--- src/rtl/fpga_template_pkg.sv ---
// Shared types and widths for the sample accumulator and the ping-pong buffer
// that its output stream feeds.
package fpga_template_pkg;

    typedef enum logic [1:0] {
        IDLE  = 2'd0,
        ACCUM = 2'd1
    } accum_state_t;

    localparam int SAMPLE_WIDTH   = 36;
    localparam int DROP_CNT_WIDTH = 16;

endpackage

--- src/rtl/stream_hold_reg.sv ---
// Single-entry valid/ready holding register. A new word loads when the slot is
// free or draining this cycle; otherwise it is dropped and counted.
module stream_hold_reg
    import fpga_template_pkg::*;
#(
    parameter int WIDTH = SAMPLE_WIDTH
) (
    input  logic                      clk_i,
    input  logic                      rst_ni,
    input  logic [WIDTH-1:0]          in_data_i,
    input  logic                      in_valid_i,
    output logic [WIDTH-1:0]          out_data_o,
    output logic                      out_valid_o,
    input  logic                      out_ready_i,
    output logic                      drop_o,
    output logic [DROP_CNT_WIDTH-1:0] drop_count_o
);

    logic [WIDTH-1:0]          data_reg;
    logic                      valid_reg;
    logic                      drop_reg;
    logic [DROP_CNT_WIDTH-1:0] drop_count_reg;
    logic                      load;
    logic                      drop_next;

    // The held word is replaceable when empty or when it transfers this cycle.
    assign load      = in_valid_i && (!valid_reg || out_ready_i);
    assign drop_next = in_valid_i && !load;

    always_ff @(posedge clk_i or negedge rst_ni) begin
        if (!rst_ni) begin
            data_reg       <= '0;
            valid_reg      <= 1'b0;
            drop_reg       <= 1'b0;
            drop_count_reg <= '0;
        end else begin
            drop_reg <= drop_next;
            if (load) begin
                data_reg  <= in_data_i;
                valid_reg <= 1'b1;
            end else if (valid_reg && out_ready_i) begin
                valid_reg <= 1'b0;
            end
            if (drop_next && (drop_count_reg != '1)) begin
                drop_count_reg <= drop_count_reg + DROP_CNT_WIDTH'(1);
            end
        end
    end

    assign out_data_o   = data_reg;
    assign out_valid_o  = valid_reg;
    assign drop_o       = drop_reg;
    assign drop_count_o = drop_count_reg;

endmodule

--- src/rtl/sample_accumulator.sv ---
// Decimating accumulator: sums every DECIM signed samples into one word and
// offers it on a valid/ready stream towards the ping-pong buffer write port.
module sample_accumulator
    import fpga_template_pkg::*;
#(
    parameter int IN_WIDTH  = 24,
    parameter int OUT_WIDTH = SAMPLE_WIDTH,
    parameter int DECIM     = 16,
    parameter int CNT_WIDTH = (DECIM == 1) ? 1 : $clog2(DECIM)
) (
    input  logic                      clk_i,
    input  logic                      rst_ni,
    input  logic                      enable_i,
    input  logic [IN_WIDTH-1:0]       sample_i,
    input  logic                      sample_valid_i,
    output logic [OUT_WIDTH-1:0]      out_data_o,
    output logic                      out_valid_o,
    input  logic                      out_ready_i,
    output logic                      drop_o,
    output logic [DROP_CNT_WIDTH-1:0] drop_count_o,
    output logic                      window_active_o
);

    localparam logic [CNT_WIDTH-1:0] LAST_CNT = CNT_WIDTH'(DECIM - 1);

    accum_state_t           state_reg, state_next;
    logic [CNT_WIDTH-1:0]   count_reg, count_next;
    logic [OUT_WIDTH-1:0]   acc_reg, acc_next;
    logic [OUT_WIDTH-1:0]   sample_sext;
    logic [OUT_WIDTH-1:0]   sum;
    logic                   result_valid;

    assign sample_sext = {{(OUT_WIDTH - IN_WIDTH){sample_i[IN_WIDTH-1]}}, sample_i};
    // The first sample of a window overwrites the stale accumulator directly.
    assign sum = (count_reg == '0) ? sample_sext : acc_reg + sample_sext;

    always_ff @(posedge clk_i or negedge rst_ni) begin
        if (!rst_ni) begin
            state_reg <= IDLE;
            count_reg <= '0;
            acc_reg   <= '0;
        end else begin
            state_reg <= state_next;
            count_reg <= count_next;
            acc_reg   <= acc_next;
        end
    end

    always_comb begin
        state_next   = state_reg;
        count_next   = count_reg;
        acc_next     = acc_reg;
        result_valid = 1'b0;
        case (state_reg)
            IDLE: begin
                if (enable_i) begin
                    state_next = ACCUM;
                end
            end
            ACCUM: begin
                // Disable wins over a coincident sample; the partial window is lost.
                if (!enable_i) begin
                    state_next = IDLE;
                    count_next = '0;
                    acc_next   = '0;
                end else if (sample_valid_i) begin
                    acc_next = sum;
                    if (count_reg == LAST_CNT) begin
                        count_next   = '0;
                        result_valid = 1'b1;
                    end else begin
                        count_next = count_reg + CNT_WIDTH'(1);
                    end
                end
            end
            default: begin
                state_next = IDLE;
                count_next = '0;
                acc_next   = '0;
            end
        endcase
    end

    assign window_active_o = (state_reg == ACCUM) && (count_reg != '0);

    stream_hold_reg #(
        .WIDTH(OUT_WIDTH)
    ) u_hold (
        .clk_i       (clk_i),
        .rst_ni      (rst_ni),
        .in_data_i   (sum),
        .in_valid_i  (result_valid),
        .out_data_o  (out_data_o),
        .out_valid_o (out_valid_o),
        .out_ready_i (out_ready_i),
        .drop_o      (drop_o),
        .drop_count_o(drop_count_o)
    );

endmodule

--- config.mk ---
export PLATFORM = sky130hd
export DESIGN_NAME = sample_accumulator
export DESIGN_NICKNAME = d
export VERILOG_FILES = /design/src/rtl/fpga_template_pkg.sv /design/src/rtl/stream_hold_reg.sv /design/src/rtl/sample_accumulator.sv
export SDC_FILE = /design/constraint.sdc
export NUM_CORES = 1
export LEC_CHECK = 0
export CORE_UTILIZATION = 28
export CTS_CLUSTER_SIZE = 8
export DETAILED_ROUTE_END_ITERATION = 8
export GPL_TIMING_DRIVEN = 0
export PLACE_DENSITY_LB_ADDON = 0.15
export SYNTH_ARGS = -nofsm -noshare
export SYNTH_HDL_FRONTEND = slang
export SYNTH_SLANG_ARGS = --single-unit
--- constraint.sdc ---
create_clock -name clk_i -period 8.1 [get_ports clk_i]
set_input_delay 1.62 -clock clk_i [delete_from_list [all_inputs] [get_ports clk_i]]
set_output_delay 1.62 -clock clk_i [all_outputs]
set_load 0.005 [all_outputs]
==> results of run 1 <==
==> per-layer routing <==
layer  wire length [um]  up-vias
li1                   -     2472
met1               8210     2480
met2               7530      103
met3                476       16
met4                242        0
met5                  0        -
==> power breakdown <==
part | switching [mW] | internal, mW
sequential | 0.0165 | 0.499
clock | 0.204 | 0.244
combinational | 0.218 | 0.153
==> per-stage QoR <==
step	utilization, %	hold WS (ns)	worst slack, ns
after global placement	34.3	0.465	1.55
after global routing	35.9	0.511	2.90
after CTS	35.9	0.491	3.11
after floorplan	-	0.454	4.03
after detailed placement	34.4	0.472	2.74
final	35.9	0.482	3.11
==> worst min-delay path by stage <==
stage | startpoint | endpoint | slack, ns | cells after the start
CTS | u_hold.out_data_o[33]$_DFFE_PN0P_ | u_hold.out_data_o[33]$_DFFE_PN0P_ | 0.49 | 2
global placement | u_hold.out_data_o[6]$_DFFE_PN0P_ | u_hold.out_data_o[6]$_DFFE_PN0P_ | 0.46 | 2
floorplan | acc_reg[0]$_DFFE_PN0P_ | acc_reg[0]$_DFFE_PN0P_ | 0.45 | 2
global route | u_hold.out_data_o[2]$_DFFE_PN0P_ | u_hold.out_data_o[2]$_DFFE_PN0P_ | 0.51 | 2
finish | u_hold.out_data_o[33]$_DFFE_PN0P_ | u_hold.out_data_o[33]$_DFFE_PN0P_ | 0.48 | 2
detailed placement | u_hold.out_data_o[22]$_DFFE_PN0P_ | u_hold.out_data_o[22]$_DFFE_PN0P_ | 0.47 | 2
==> critical path, cell delays in order <==
cell,delay [ns]
clkdlybuf4s50_1,0.80
ha_1,0.50
clkbuf_2,0.18
and4_2,0.25
and2_1,0.24
nand3_1,0.16
a211oi_2,0.37
o31ai_2,0.17
or3_1,0.41
and3_1,0.17
mux2_2,0.26
o21ai_1,0.12
==> cells by family after synthesis <==
group | count (synthesis)
AND/OR/NAND/NOR | 214
multiplexers | 12
buffers and inverters | 38
flip-flops | 95
adder cells (fa/ha/maj) | 39
AO/OA/AOI/OAI | 194
XOR/XNOR | 44
==> placed cells by master, fill, tap and decap left out, types with 3 or more instances in the layout <==
cell type        instances
xnor2_1                 27
inv_1                    8
nand3_1                 21
nor2_1                  38
and2_1                   3
nand2b_1                 5
clkdlybuf4s50_1         82
dfrtp_1                 95
a211oi_1                 6
mux2_2                   5
ha_1                    38
a221o_1                  9
nor3_1                   6
o21ai_0                 68
mux2i_1                  7
clkinvlp_4               3
o21a_1                   6
nand4_1                  8
a32oi_1                  3
a21o_1                  16
buf_2                    3
clkbuf_1                23
nor2b_1                  4
o211ai_1                 3
or2_2                    3
o21bai_1                 5
xor2_1                  17
nand2_1                103
or3_1                    3
and3_1                  10
clkbuf_16                9
a21oi_1                 41
a31oi_1                  5
o21ai_1                  4
==> final cells by class <==
cell class	count	area, um2	share of cell area [%]
Timing Repair Buffer	84	856	11.8
Tap cell	270	338	4.65
Buffer	30	126	1.74
Sequential cell	95	2380	32.7
Multi-Input combinational cell	503	3240	44.5
Clock inverter	7	81.3	1.12
Inverter	8	30.0	0.413
Clock buffer	9	225	3.10
==> metrics.cfg, run 1 <==
[logic_synthesis]
syn_inst = 636
yosys_register_bits = 95
synth_mux_area_share_pct = 2.19
synthesis.nets = 704
synth_top_flop_cell = dfrtp_1
yosys_warnings = 0
synth_top_family_by_area = compound AO/OA/AOI/OAI gates
synth_xor_area_share_pct = 6.68
ys_seq_area_share_pct = 41.2
syn_area_um2 = 5770
synth-simple-area-share_pct = 16.9
synthArstFlopShare_pct = 100
synth_compound_area_share_pct = 21.7
synth.top_cell.area_share_pct = 41.2
ys_top_cells_by_area = dfrtp_1 (41%), ha_1 (8.2%), nand2_1 (6.7%), o21ai_0 (5.9%), xnor2_1 (4.1%)
synth.most_common_cell = nand2_1
syn_avg_cell_area_um2 = 9.07
synth_edf_count = 0
ys_types = 64
yosysTopAreaCell = dfrtp_1
synthAdderAreaFrac_pct = 8.59
yosys-top-cells-count = nand2_1 (103), dfrtp_1 (95), o21ai_0 (68), a21oi_1 (41)

[placement]
gp_congestion = 0.846
portBuffers = 83
hpwl_um = 12100
dpl-instance-area_um2 = 6960
place_inst = 990

[grt]
grt_max_degree = 58
grt_pass1_vias = 5115
antenna_found_initial = 0
grt.total_usage_pct = 16.2
use_met3_pct = 2.32
busiest_layer = met2
grt_overflow_total = 0
grt_pass1_wl_um = 27200
grt_use_met1_pct = 22.2
use_met2_pct = 26.3

[run]
maxCapViolCount = 0

[worst_setup_path]
path_class = in2reg
critPathCapture = u_hold.out_data_o[35]$_DFFE_PN0P_
ff2ff_path_depth = 11
worstSetupStartpointType = input port
reg2reg_from = acc_reg[0]$_DFFE_PN0P_
crit_required_ns = 8.37
crit_path_start = sample_i[23]
reg2reg_slack_ns = 4.87
arrival_ns = 5.26
r2r_end = acc_reg[34]$_DFFE_PN0P_
cp-end-kind = flop
path_max_fanout = 15

[power_and_ir_drop]
p_total_mw = 1.33
ir_drop_mv = 0.106
power_leakage_nw = 3.26
p_per_area_nw_per_um2 = 183

[sta]
finalHoldViolCount = 0
fin_worst_skew_ns = 0.00804
grt_setup_unrepaired = false
maxSlewHeadroom_pct = 43.0
setup_violations = 0
fin_setup_tns_ns = 0
fin_crit_sh_pct = 61.6
max_freq_mhz = 200
tightest_slew_ns = 0.852
final_max_slew_viol_count = 0
min_period_ns = 4.99

[clocking]
htree_levels = 3
ctsHoldBuffers = 0
clock-sinks = 95
clockBufferDepth = 2
clk_latency_ns = 0.35
numCtsBuffers = 9
clkTransAtPathRegs_ns = 0.07
cts_setup_buffers = 0
cts_tree = built
root_buffer = clkbuf_16
cts_resized = 0

[route]
firstDrtPassIters = 5
drc = 0
final_antenna_net_count = 0
wl_per_cell_um = 16.4
vias = 5071
drtIter0Drc = 185
totalWireLength_um = 16500
avgViaCountPerCell = 5.04

[final_layout]
antenna_cells = 0
layout-drive-gt1-share_pct = 5.98
nets = 799
stdcell_area_um2 = 7270
area_growth_pct = 26.0
fill_cells = 2075
fin_cells = 1006

[die]
die_area_um2 = 21200
die_h_um = 146
start_util_pct = 28.5
io_pins = 84
die_w_um = 146
core_region_area_um2 = 20200
rows = 52

[min_path]
min_path_type = reg2reg

[run_status]
outcome = complete, no violations

(Power assumes the default switching activity.)
==> run 2: changes to the inputs <==
==> constraint.sdc (replaced) <==
create_clock -name clk_i -period 4.24 [get_ports clk_i]
set_input_delay 0.848 -clock clk_i [delete_from_list [all_inputs] [get_ports clk_i]]
set_output_delay 0.848 -clock clk_i [all_outputs]
set_load 0.005 [all_outputs]
==> run 2 against run 1 <==
Effect of this change: non-clock buffer count is the same; setup slack got worse by 2.8 ns; core utilization hardly changed; first-iteration DRC count is the same; largest cell class unchanged; global-route usage did not move; critical path depth stayed put; cell count unchanged; sequential share of layout area is essentially flat; clock power up 91%.
==> metrics.cfg, run 2 (synthesis results as in run 1) <==
[run_status]
outcome = complete, no violations

[clocking]
clockBufferDepth = 2  ; unchanged
cts_tree = built
clk_latency_ns = 0.35  ; about the same
clkTransAtPathRegs_ns = 0.07  ; about the same
root_buffer = clkbuf_16
cts_setup_buffers = 0  ; unchanged
ctsHoldBuffers = 0  ; unchanged
clock-sinks = 95  ; unchanged
htree_levels = 3  ; unchanged
numCtsBuffers = 9  ; unchanged

[placement]
hpwl_um = 12100  ; unchanged
portBuffers = 83  ; unchanged
gp_congestion = 0.846  ; unchanged
pre_cts_ws_ns = -0.350  ; -3.09 ns
place_inst = 990  ; unchanged

[grt]
grt_max_degree = 58  ; unchanged
grt_overflow_total = 0  ; unchanged
grt_pass1_wl_um = 27200  ; unchanged
grt.total_usage_pct = 16.2  ; unchanged
antenna_found_initial = 0  ; unchanged
grt_pass1_vias = 5115  ; unchanged

[sta]
min_period_ns = 3.92
final_max_slew_viol_count = 0  ; unchanged
fin_crit_sh_pct = 92.5
max_freq_mhz = 255
timing.hold.ws_ns = 0.482  ; unchanged
setup_violations = 0  ; unchanged
tightest_slew_ns = 0.846  ; -0.00595 ns
fin_worst_skew_ns = 0.00804  ; unchanged
fin_setup_tns_ns = 0  ; unchanged
finalHoldViolCount = 0  ; unchanged
grt_setup_unrepaired = false
maxSlewHeadroom_pct = 43.4  ; +0.40 points
layout_setup_ws_ns = 0.318  ; -2.79 ns

[die]
die_h_um = 146  ; unchanged
die_w_um = 146  ; unchanged
start_util_pct = 28.5  ; unchanged
die_area_um2 = 21200  ; unchanged
io_pins = 84  ; unchanged
core_region_area_um2 = 20200  ; unchanged
rows = 52  ; unchanged

[final_layout]
nets = 799  ; unchanged
area_growth_pct = 26.0  ; about the same
fin_cells = 1006  ; unchanged
layout-drive-gt1-share_pct = 5.98  ; unchanged
final_common_cell = nand2_1
antenna_cells = 0  ; unchanged
final_cell_mix = nand2_1 (103), dfrtp_1 (95), clkdlybuf4s50_1 (81)

[worst_setup_path]
crit_required_ns = 4.47  ; -3.90 ns
worstSetupStartpointType = input port
path_max_fanout = 4  ; -11
arrival_ns = 4.15  ; -1.11 ns
cp-end-kind = flop
path_class = in2reg

[route]
drtIter0Drc = 185  ; unchanged
wl_per_cell_um = 16.4  ; about the same
firstDrtPassIters = 5  ; unchanged
totalWireLength_um = 16400  ; about the same
final_antenna_net_count = 0  ; unchanged
drc = 0  ; unchanged
avgViaCountPerCell = 5.04  ; about the same
vias = 5072  ; +0.020%

[power_and_ir_drop]
power_leakage_nw = 3.27  ; +0.28%
ir_drop_mv = 0.202  ; +91%
p_per_area_nw_per_um2 = 350  ; +91%
p_total_mw = 2.55  ; +91%

[run]
maxCapViolCount = 0  ; unchanged

[min_path]
min_path_type = reg2reg

run 2: report_power, final:
group          internal (mW)  switching [mW]
Sequential             0.953          0.0315
Clock                  0.465           0.391
Combinational          0.292           0.416
run 2: cell type report:
type                       instances  area [um2]
fill                            2074       13000
clock inverter                     7        81.3
sequential                        95        2380
tap                              270         338
buffer                            30         126
clock buffer                       9         225
multi-input combinational        503        3240
inverter                           8        30.0
timing repair buffer              84         858
run 2: worst paths after layout:
kind                                                   start                                end  slack (ns)  cells past startpoint
setup / recovery                                 sample_i[0]            acc_reg[28]$_DFFE_PN0P_        0.32                     12
hold / removal             u_hold.out_data_o[33]$_DFFE_PN0P_  u_hold.out_data_o[33]$_DFFE_PN0P_        0.48                      2
setup reg to reg                      acc_reg[0]$_DFFE_PN0P_            acc_reg[34]$_DFFE_PN0P_        1.01                     11
hold reg to reg            u_hold.out_data_o[33]$_DFFE_PN0P_  u_hold.out_data_o[33]$_DFFE_PN0P_        0.48                      2
max in group asynchronous                             rst_ni           count_reg[2]$_DFFE_PN0P_        3.07                      2
min in group asynchronous                             rst_ni            acc_reg[18]$_DFFE_PN0P_        0.49                      1
run 2: critical path, stage by stage:
cell and delay [ns]:
clkdlybuf4s50_1 0.53, ha_1 0.23, fa_1 0.23, a21oi_1 0.09, or3b_1 0.41, a31oi_1 0.33
o21ai_1 0.18, o31a_1 0.34, o21ai_0 0.25, o221ai_1 0.20, xnor2_1 0.19, a221o_1 0.33
run 2: timing repair:
action                                 in CTS  in global routing
endpoints found under the hold margin       0                  0
gates resized for setup                     0                  1
setup endpoints to repair                   0                  3
run 2: stage by stage:
| step | util (%) | cell area [um2] |
|---|---|---|
| 4_1_cts | 35.9 | 7270 |
| 2_1_floorplan | - | 5770 |
| 3_5_place_dp | 34.4 | 6960 |
| 3_3_place_gp | 34.3 | 6940 |
| 5_1_grt | 35.9 | 7270 |
| 6_report | 35.9 | 7270 |
run 2: routing by layer:
layer	GRT usage, %	wire length, um	share of wire, %	vias to the layer above
met2	26.3	7520	46	103
li1	-	-	-	2472
met3	2.32	461	2.8	16
met5	0	0	0	-
met1	22.2	8220	50	2481
met4	4.95	242	1.5	0
==> run 3: changes to the inputs <==
--- a/config.mk
+++ b/config.mk
@@ -9,6 +9,7 @@
 export CTS_CLUSTER_SIZE = 8
 export DETAILED_ROUTE_END_ITERATION = 8
 export GPL_TIMING_DRIVEN = 0
+export HOLD_SLACK_MARGIN = 0.12
 export PLACE_DENSITY_LB_ADDON = 0.15
 export SYNTH_ARGS = -nofsm -noshare
 export SYNTH_HDL_FRONTEND = slang
==> results of run 3 <==
Final layout, timing and power as in run 2 (identical DEF).
